## config.mk

```make
export PLATFORM = sky130hd
export DESIGN_NAME = pe_stream_feeder_flat
export DESIGN_NICKNAME = d
export VERILOG_FILES = /design/src/rtl/pe_stream_feeder_pkg.sv /design/src/rtl/pe_stream_feeder_if.sv /design/src/rtl/pe_stream_feeder_vec_buf.sv /design/src/rtl/pe_stream_feeder.sv /design/src/flat_wrapper.sv
export SDC_FILE = /design/constraint.sdc
export NUM_CORES = 2
export LEC_CHECK = 0
export CAP_MARGIN = 20
export CORE_MARGIN = 2
export CORE_UTILIZATION = 28
export DETAILED_ROUTE_END_ITERATION = 8
export GPL_TIMING_DRIVEN = 1
export HOLD_SLACK_MARGIN = 0.08
export SYNTH_ARGS = -nofsm -noshare
export SYNTH_HDL_FRONTEND = slang
export SYNTH_SLANG_ARGS = --single-unit
export TNS_END_PERCENT = 5
```

## constraint.sdc

```tcl
create_clock -name clk -period 3.5 [get_ports clk]
set_input_delay 0.7 -clock clk [delete_from_list [all_inputs] [get_ports clk]]
set_output_delay 0.7 -clock clk [all_outputs]
set_load 0.02 [all_outputs]
```

## src/rtl/pe_stream_feeder_pkg.sv

```systemverilog
// Shared types, default sizes and width helpers for the PE stream feeder slice.
package pe_feed_pkg;

  localparam int INPUT_SIZE_DEF  = 226;
  localparam int NUM_NEURONS_DEF = 16;
  localparam int D_WL_DEF        = 16;
  localparam int FL_DEF          = 12;

  // Address width that never collapses to zero for tiny sizes.
  function automatic int clog2_min1(input int v);
    return (v < 2) ? 1 : $clog2(v);
  endfunction

  localparam int B_AW_DEF = clog2_min1(NUM_NEURONS_DEF);
  localparam int W_AW_DEF = clog2_min1(NUM_NEURONS_DEF * INPUT_SIZE_DEF);

  typedef enum logic [2:0] {
    S_IDLE,
    S_BIAS,
    S_RUN,
    S_DRAIN,
    S_DONE
  } feed_state_t;

endpackage

```

## src/rtl/pe_stream_feeder_if.sv

```systemverilog
// Weight/bias memory read ports plus the PE x/w/b stream and its result return path.
interface pe_stream_feeder_if
  import pe_feed_pkg::*;
#(
  parameter int D_WL = D_WL_DEF,
  parameter int WAW  = W_AW_DEF,
  parameter int NW   = B_AW_DEF
) ();

  logic            w_rd_en;
  logic [WAW-1:0]  w_rd_addr;
  logic [D_WL-1:0] w_rd_data;
  logic            b_rd_en;
  logic [NW-1:0]   b_rd_addr;
  logic [D_WL-1:0] b_rd_data;
  logic [D_WL-1:0] pe_x;
  logic [D_WL-1:0] pe_w;
  logic [D_WL-1:0] pe_b;
  logic            pe_in_valid;
  logic [D_WL-1:0] pe_d_o;
  logic            pe_o_valid;

  modport master (
    output w_rd_en, w_rd_addr, b_rd_en, b_rd_addr,
    output pe_x, pe_w, pe_b, pe_in_valid,
    input  w_rd_data, b_rd_data, pe_d_o, pe_o_valid
  );

  modport slave (
    input  w_rd_en, w_rd_addr, b_rd_en, b_rd_addr,
    input  pe_x, pe_w, pe_b, pe_in_valid,
    output w_rd_data, b_rd_data, pe_d_o, pe_o_valid
  );

endinterface

```

## src/rtl/pe_stream_feeder_vec_buf.sv

```systemverilog
// Input-vector register file: one write port, one registered read port.
module pe_vec_buf #(
  parameter int DEPTH = 4,
  parameter int AW    = 2,
  parameter int D_WL  = 16
) (
  input  logic            clk,
  input  logic            rst,
  input  logic            wr_en,
  input  logic [AW-1:0]   wr_addr,
  input  logic [D_WL-1:0] wr_data,
  input  logic [AW-1:0]   rd_addr,
  output logic [D_WL-1:0] rd_data
);

  logic [D_WL-1:0] mem [DEPTH];

  always_ff @(posedge clk) begin
    if (wr_en) mem[wr_addr] <= wr_data;
  end

  always_ff @(posedge clk or posedge rst) begin
    if (rst) rd_data <= '0;
    else     rd_data <= mem[rd_addr];
  end

endmodule

```

## src/rtl/pe_stream_feeder.sv

```systemverilog
// Streams vector x weight beats plus per-neuron bias into one MAC PE and collects its results.
//   state   | meaning
//   S_IDLE  | waiting for start; vector writes accepted
//   S_BIAS  | read bias of neuron 0
//   S_RUN   | issue one beat per unpaused cycle
//   S_DRAIN | all beats issued, waiting for the last result
//   S_DONE  | one-cycle completion pulse
module pe_stream_feeder
  import pe_feed_pkg::*;
#(
  parameter int INPUT_SIZE  = INPUT_SIZE_DEF,
  parameter int NUM_NEURONS = NUM_NEURONS_DEF,
  parameter int D_WL        = D_WL_DEF,
  parameter int FL          = FL_DEF,
  localparam int VAW = clog2_min1(INPUT_SIZE),
  localparam int NW  = clog2_min1(NUM_NEURONS),
  localparam int WAW = clog2_min1(NUM_NEURONS * INPUT_SIZE),
  localparam int CW  = $clog2(NUM_NEURONS + 1)
) (
  input  logic            clk,
  input  logic            rst,
  input  logic            vec_wr_en,
  input  logic [VAW-1:0]  vec_wr_addr,
  input  logic [D_WL-1:0] vec_wr_data,
  input  logic            start,
  input  logic            pause,
  output logic            busy,
  output logic            done,
  pe_stream_feeder_if.master bus,
  output logic            res_valid,
  output logic [NW-1:0]   res_idx,
  output logic [D_WL-1:0] res_data
);

  localparam logic [VAW-1:0] K_LAST  = VAW'(INPUT_SIZE - 1);
  localparam logic [NW-1:0]  N_LAST  = NW'(NUM_NEURONS - 1);
  localparam logic [CW-1:0]  RES_ALL = CW'(NUM_NEURONS);
  localparam logic [WAW-1:0] W_STEP  = WAW'(INPUT_SIZE);

  if (FL >= D_WL || INPUT_SIZE < 2 || INPUT_SIZE > 256) begin : g_bad_cfg
    $error("pe_stream_feeder: FL or INPUT_SIZE out of range");
  end

  feed_state_t     state, state_nx;
  logic [VAW-1:0]  k;
  logic [NW-1:0]   n;
  logic [WAW-1:0]  base;
  logic [CW-1:0]   res_cnt;
  logic            issue, b_en, valid_q, b_pend, in_run, accept, vec_we, addr_ok;
  logic [NW-1:0]   b_addr;
  logic [D_WL-1:0] vec_q, pe_b_q;

  if ((1 << VAW) == INPUT_SIZE) begin : g_addr_full
    assign addr_ok = 1'b1;
  end else begin : g_addr_chk
    assign addr_ok = (vec_wr_addr < VAW'(INPUT_SIZE));
  end

  assign in_run = (state == S_BIAS) || (state == S_RUN) || (state == S_DRAIN);
  assign accept = (state == S_IDLE) && start;
  assign vec_we = vec_wr_en && (state == S_IDLE) && addr_ok;
  assign busy   = in_run;
  assign done   = (state == S_DONE);

  pe_vec_buf #(.DEPTH(INPUT_SIZE), .AW(VAW), .D_WL(D_WL)) u_vec_buf (
    .clk     (clk),
    .rst     (rst),
    .wr_en   (vec_we),
    .wr_addr (vec_wr_addr),
    .wr_data (vec_wr_data),
    .rd_addr (k),
    .rd_data (vec_q)
  );

  // x and w both arrive one cycle after issue; gating keeps the stream zero between beats.
  assign bus.w_rd_en     = issue;
  assign bus.w_rd_addr   = issue ? (base + WAW'(k)) : '0;
  assign bus.b_rd_en     = b_en;
  assign bus.b_rd_addr   = b_addr;
  assign bus.pe_in_valid = valid_q;
  assign bus.pe_x        = valid_q ? vec_q : '0;
  assign bus.pe_w        = valid_q ? bus.w_rd_data : '0;
  assign bus.pe_b        = pe_b_q;

  always_ff @(posedge clk or posedge rst) begin
    if (rst) state <= S_IDLE;
    else     state <= state_nx;
  end

  always_comb begin
    state_nx = state;
    issue    = 1'b0;
    b_en     = 1'b0;
    b_addr   = '0;
    case (state)
      S_IDLE:  if (start) state_nx = S_BIAS;
      S_BIAS: begin
        b_en     = 1'b1;
        state_nx = S_RUN;
      end
      S_RUN: begin
        if (!pause) begin
          issue = 1'b1;
          if (k == K_LAST) begin
            if (n == N_LAST) begin
              state_nx = S_DRAIN;
            end else begin
              b_en   = 1'b1;
              b_addr = n + NW'(1);
            end
          end
        end
      end
      S_DRAIN: if (res_cnt == RES_ALL) state_nx = S_DONE;
      S_DONE:  state_nx = S_IDLE;
      default: state_nx = S_IDLE;
    endcase
  end

  always_ff @(posedge clk or posedge rst) begin
    if (rst) begin
      k         <= '0;
      n         <= '0;
      base      <= '0;
      res_cnt   <= '0;
      valid_q   <= 1'b0;
      b_pend    <= 1'b0;
      pe_b_q    <= '0;
      res_valid <= 1'b0;
      res_idx   <= '0;
      res_data  <= '0;
    end else begin
      valid_q <= issue;
      b_pend  <= b_en;
      if (b_pend) pe_b_q <= bus.b_rd_data;

      if (accept) begin
        k    <= '0;
        n    <= '0;
        base <= '0;
      end else if (issue) begin
        if (k == K_LAST) begin
          k <= '0;
          if (n != N_LAST) begin
            n    <= n + NW'(1);
            base <= base + W_STEP;
          end
        end else begin
          k <= k + VAW'(1);
        end
      end

      // Results outside a run are forwarded but not counted.
      res_valid <= bus.pe_o_valid;
      if (bus.pe_o_valid) begin
        res_data <= bus.pe_d_o;
        res_idx  <= res_cnt[NW-1:0];
      end
      if (accept)                       res_cnt <= '0;
      else if (bus.pe_o_valid && in_run) res_cnt <= res_cnt + CW'(1);
    end
  end

endmodule
```

## src/flat_wrapper.sv

```systemverilog
// flat-port wrapper written by rule: the top's interface ports become plain ports
module pe_stream_feeder_flat import pe_feed_pkg::*;
#(
  parameter int INPUT_SIZE  = INPUT_SIZE_DEF,
  parameter int NUM_NEURONS = NUM_NEURONS_DEF,
  parameter int D_WL        = D_WL_DEF,
  parameter int FL          = FL_DEF,
  localparam int VAW = clog2_min1(INPUT_SIZE),
  localparam int NW  = clog2_min1(NUM_NEURONS),
  localparam int WAW = clog2_min1(NUM_NEURONS * INPUT_SIZE),
  localparam int CW  = $clog2(NUM_NEURONS + 1)
)
  (clk, rst, vec_wr_en, vec_wr_addr, vec_wr_data, start, pause, busy, done, res_valid, res_idx, res_data, bus_w_rd_en, bus_w_rd_addr, bus_b_rd_en, bus_b_rd_addr, bus_pe_x, bus_pe_w, bus_pe_b, bus_pe_in_valid, bus_w_rd_data, bus_b_rd_data, bus_pe_d_o, bus_pe_o_valid);
  pe_stream_feeder_if #(.D_WL(D_WL)) bus_i ();
  input  logic clk;
  input  logic rst;
  input  logic vec_wr_en;
  input  logic [VAW-1:0] vec_wr_addr;
  input  logic [D_WL-1:0] vec_wr_data;
  input  logic start;
  input  logic pause;
  output logic busy;
  output logic done;
  output logic res_valid;
  output logic [NW-1:0] res_idx;
  output logic [D_WL-1:0] res_data;
  output wire logic [$bits(bus_i.w_rd_en)-1:0] bus_w_rd_en;
  output wire logic [$bits(bus_i.w_rd_addr)-1:0] bus_w_rd_addr;
  output wire logic [$bits(bus_i.b_rd_en)-1:0] bus_b_rd_en;
  output wire logic [$bits(bus_i.b_rd_addr)-1:0] bus_b_rd_addr;
  output wire logic [$bits(bus_i.pe_x)-1:0] bus_pe_x;
  output wire logic [$bits(bus_i.pe_w)-1:0] bus_pe_w;
  output wire logic [$bits(bus_i.pe_b)-1:0] bus_pe_b;
  output wire logic [$bits(bus_i.pe_in_valid)-1:0] bus_pe_in_valid;
  input wire logic [$bits(bus_i.w_rd_data)-1:0] bus_w_rd_data;
  input wire logic [$bits(bus_i.b_rd_data)-1:0] bus_b_rd_data;
  input wire logic [$bits(bus_i.pe_d_o)-1:0] bus_pe_d_o;
  input wire logic [$bits(bus_i.pe_o_valid)-1:0] bus_pe_o_valid;
  assign bus_w_rd_en = bus_i.w_rd_en;
  assign bus_w_rd_addr = bus_i.w_rd_addr;
  assign bus_b_rd_en = bus_i.b_rd_en;
  assign bus_b_rd_addr = bus_i.b_rd_addr;
  assign bus_pe_x = bus_i.pe_x;
  assign bus_pe_w = bus_i.pe_w;
  assign bus_pe_b = bus_i.pe_b;
  assign bus_pe_in_valid = bus_i.pe_in_valid;
  assign bus_i.w_rd_data = bus_w_rd_data;
  assign bus_i.b_rd_data = bus_b_rd_data;
  assign bus_i.pe_d_o = bus_pe_d_o;
  assign bus_i.pe_o_valid = bus_pe_o_valid;
  pe_stream_feeder #(.INPUT_SIZE(INPUT_SIZE), .NUM_NEURONS(NUM_NEURONS), .D_WL(D_WL), .FL(FL)) u_core (.clk(clk), .rst(rst), .vec_wr_en(vec_wr_en), .vec_wr_addr(vec_wr_addr), .vec_wr_data(vec_wr_data), .start(start), .pause(pause), .busy(busy), .done(done), .bus(bus_i), .res_valid(res_valid), .res_idx(res_idx), .res_data(res_data));
endmodule
```

==> metrics <==
WP data arrival 3.14 ns; fmax ~260 MHz; Final Max Tran Viols 28; GPL Wtd Cong 0.869; grt ovf 0; slowest library cell on the worst path dfrtp_4; DRT Pass-1 Iters 8; Die Area 517000 um2; Rel. slew slack -0.0154; via count 73890; largest net degree at the start of global routing 108; dpl cells 13861; Avg WL per Cell ~29 um; worst-path maximum fanout 7; RSZ-0062 raised after global routing yes; # IOs 168; FF+latch count, synth 3702; Layout area overhead 21.1%; DR DRC count 0; Post-synth top cells 3616 x edfxtp_1, 859 x mux4_2, 339 x nor2_1; Final Hold Fails 0; failing checks max-slew violations, negative setup slack; syn_area_per_cell 21.7 um2; Post-Syn Instances between 6000 and 7000; CP startpoint kind register; Post-Route WL 418000 um; largest area contributor in the netlist edfxtp_1; worst vdd ir 0.000557 V; Syn. warnings 0; Initial DRC Count a little over 10000; PortBufs between 150 and 200; CTS sink count ~3700; register area share after synthesis 0.774; predominant post-synthesis flop cell edfxtp_1; dpl ws -0.367 ns; Final Skew 0.0590 ns; Clock Pin Slew Worst Setup and Hold Paths 0.06 ns; Core Region 509000 um2; ys async rst share 0.0232; layout cells sized above 1 0.307; CTS buffer count 381; final non-filler cell total 14591; share of the synthesized area in the top cell type 0.758; Setup Viol. Count Final 14; initial antenna violation count 32; Starting Density 0.281; max-cap violations 0; Hold WC Path Type in -> async; via-per-instance ratio 5.06; CTS tree built; Post-Syn Area 143000 um2; Worst path max stage delay 0.50 ns; Clock Tree Buf Depth 4; syn nets 6689; number of global-route vias before repair between 70000 and 80000; height of the die 719 um; Worst-Margin Slew 1.52 ns; worst path cell trace ha_4 -> a21o_1 -> a21oi_2 -> o21ba_4 -> o21bai_4 -> a31oi_4 -> or3_1 -> a21oi_2 -> buf_6; status complete, but fails checks; Final WS setup -0.338 ns; Final HPWL DP approximately 260000 um; Critical Path RT about 2.8 ns; critical path endpoint category primary output; Synth area leaders edfxtp_1 76%, mux4_2 14%, mux2i_1 2.2%, dfrtp_1 1.5%, nor2_1 0.89%; most frequent CP cell a21oi_2; wire length of the first global-routing pass 582000 um; crit path kind reg -> out; NumNets Final 7607; ANT nets after route 0; clk_lat worst skew 0.98 ns; DIE WIDTH 719 um; pwr dens approximately 740 nW/um2; H-tree levels 5; synth unique cells 72; Final min period 3.84 ns; leakage power 54.3 nW; Post-synth EDFFs 3616; final worst path period share 1.10; most common cell in the netlist edfxtp_1; root buffer cell clkbuf_16; total track usage 0.156; Core Rows 262; fillers approximately 47000; minimum hold slack 0.140 ns
[area by class of cell]
class	count	area, um2	share of cell area
diodes	23	57.6	0.000332
clock buffers	479	10100	0.0581
clock inverters	224	2170	0.0125
inverters	15	75.1	0.000433
multi-input cells	2495	30800	0.178
flip-flops and latches	3702	111000	0.639
well taps	6732	8420	0.0486
repair buffers	921	11000	0.0633
[per-layer routing]
| metal | vias to the layer above | global-route usage | wire [um] |
|---|---|---|---|
| met5 | - | 0 | 121 |
| met4 | 18 | 0.0548 | 15700 |
| met3 | 729 | 0.0357 | 41700 |
| met2 | 3884 | 0.251 | 196000 |
| met1 | 39622 | 0.209 | 164000 |
| li1 | 29637 | - | - |
[metrics by stage]
step / total power [mW] / util / TNS (ns) / instance area (um2)
global placement: 88.1 / 0.316 / -2.88 / 161000
CTS: 128 / 0.340 / -3.20 / 173000
floorplan: 71.4 / - / 0 / 143000
global route: 131 / 0.340 / -4.32 / 173000
finish: 128 / 0.341 / -2.44 / 173000
detailed placement: 88.3 / 0.316 / -2.13 / 161000
[worst max-delay path: cells and delay by family (launching register included)]
family | cells | cell delay [ns]
AND/OR/NAND/NOR | 1 | 0.33
flip-flops | 1 | 0.50
AO/OA/AOI/OAI | 6 | 0.92
buffers and inverters | 1 | 0.14
adder cells (fa/ha/maj) | 1 | 0.27
[logic make-up after synthesis]
logic type                 after synthesis  synth area share
AOI/OAI and AO/OA                      533            0.0261
xor gates and xnor gates                25           0.00153
adders and majority gates               13           0.00114
buffers and inverters                  401            0.0153
DFF                                   3702             0.774
muxes                                 1226             0.161
and+or+nand+nor                        698            0.0212
[flip-flops by register name, summed over array words and instances (netlist names)]
signal                    flops
u_core.u_vec_buf.rd_data     16
u_core.state                  3
u_core.bus.pe_b              16
u_core.base                  11
u_core.res_idx                4
u_core.b_pend                 1
u_core.bus.pe_in_valid        1
u_core.k                      8
u_core.n                      4
u_core.res_data              16
u_core.res_valid              1
u_core.res_cnt                5
u_core.u_vec_buf.mem       3616
[power breakdown]
group / switching [mW] / total (mW) / internal (mW)
registers: 0.527 / 49.5 / 49.0
logic: 21.8 / 38.3 / 16.5
clock network: 17.2 / 40.0 / 22.8
total: 39.5 / 128 / 88.3
[repair_timing]
| item | CTS | global route |
|---|---|---|
| resized for setup | 112 | 25 |
| pin swaps | 13 | 1 |
| hold buffers | 0 | 0 |
| setup endpoints to repair | 29 | 30 |
| setup buffers | 4 | 0 |
[cells in the final DEF, fill, tap and decap left out, types with 31 or more instances in the layout]
cell type / instances
clkdlybuf4s50_1: 134
clkinv_2: 65
buf_4: 471
mux4_2: 859
edfxtp_1: 3616
buf_12: 278
a221oi_1: 69
dfrtp_1: 77
nand2_1: 171
mux2_2: 48
o22ai_1: 59
clkbuf_1: 89
o21ai_0: 77
clkinv_1: 85
and2_1: 39
bufinv_16: 31
nor2_2: 109
clkbuf_16: 388
mux2i_1: 315
a21oi_1: 90
nor2_1: 227
o221ai_1: 55
[final timing paths]
| kind | from | to | slack, ns | cells past startpoint |
|---|---|---|---|---|
| min | rst | u_core.bus.pe_b[11] | 0.14 | 2 |
| max in group asynchronous | rst | u_core.res_data[8] | 2.46 | 3 |
| max | u_core.k[2] | bus_w_rd_addr[10] | -0.34 | 9 |
| min reg2reg | u_core.res_data[12] | u_core.res_data[12] | 0.50 | 1 |
| max reg2reg | u_core.k[1] | u_core.u_vec_buf.rd_data[12] | -0.22 | 9 |
| min in group clk | vec_wr_data[0] | u_core.u_vec_buf.mem[122][0] | 0.23 | 1 |
(Power assumes the default switching activity.)
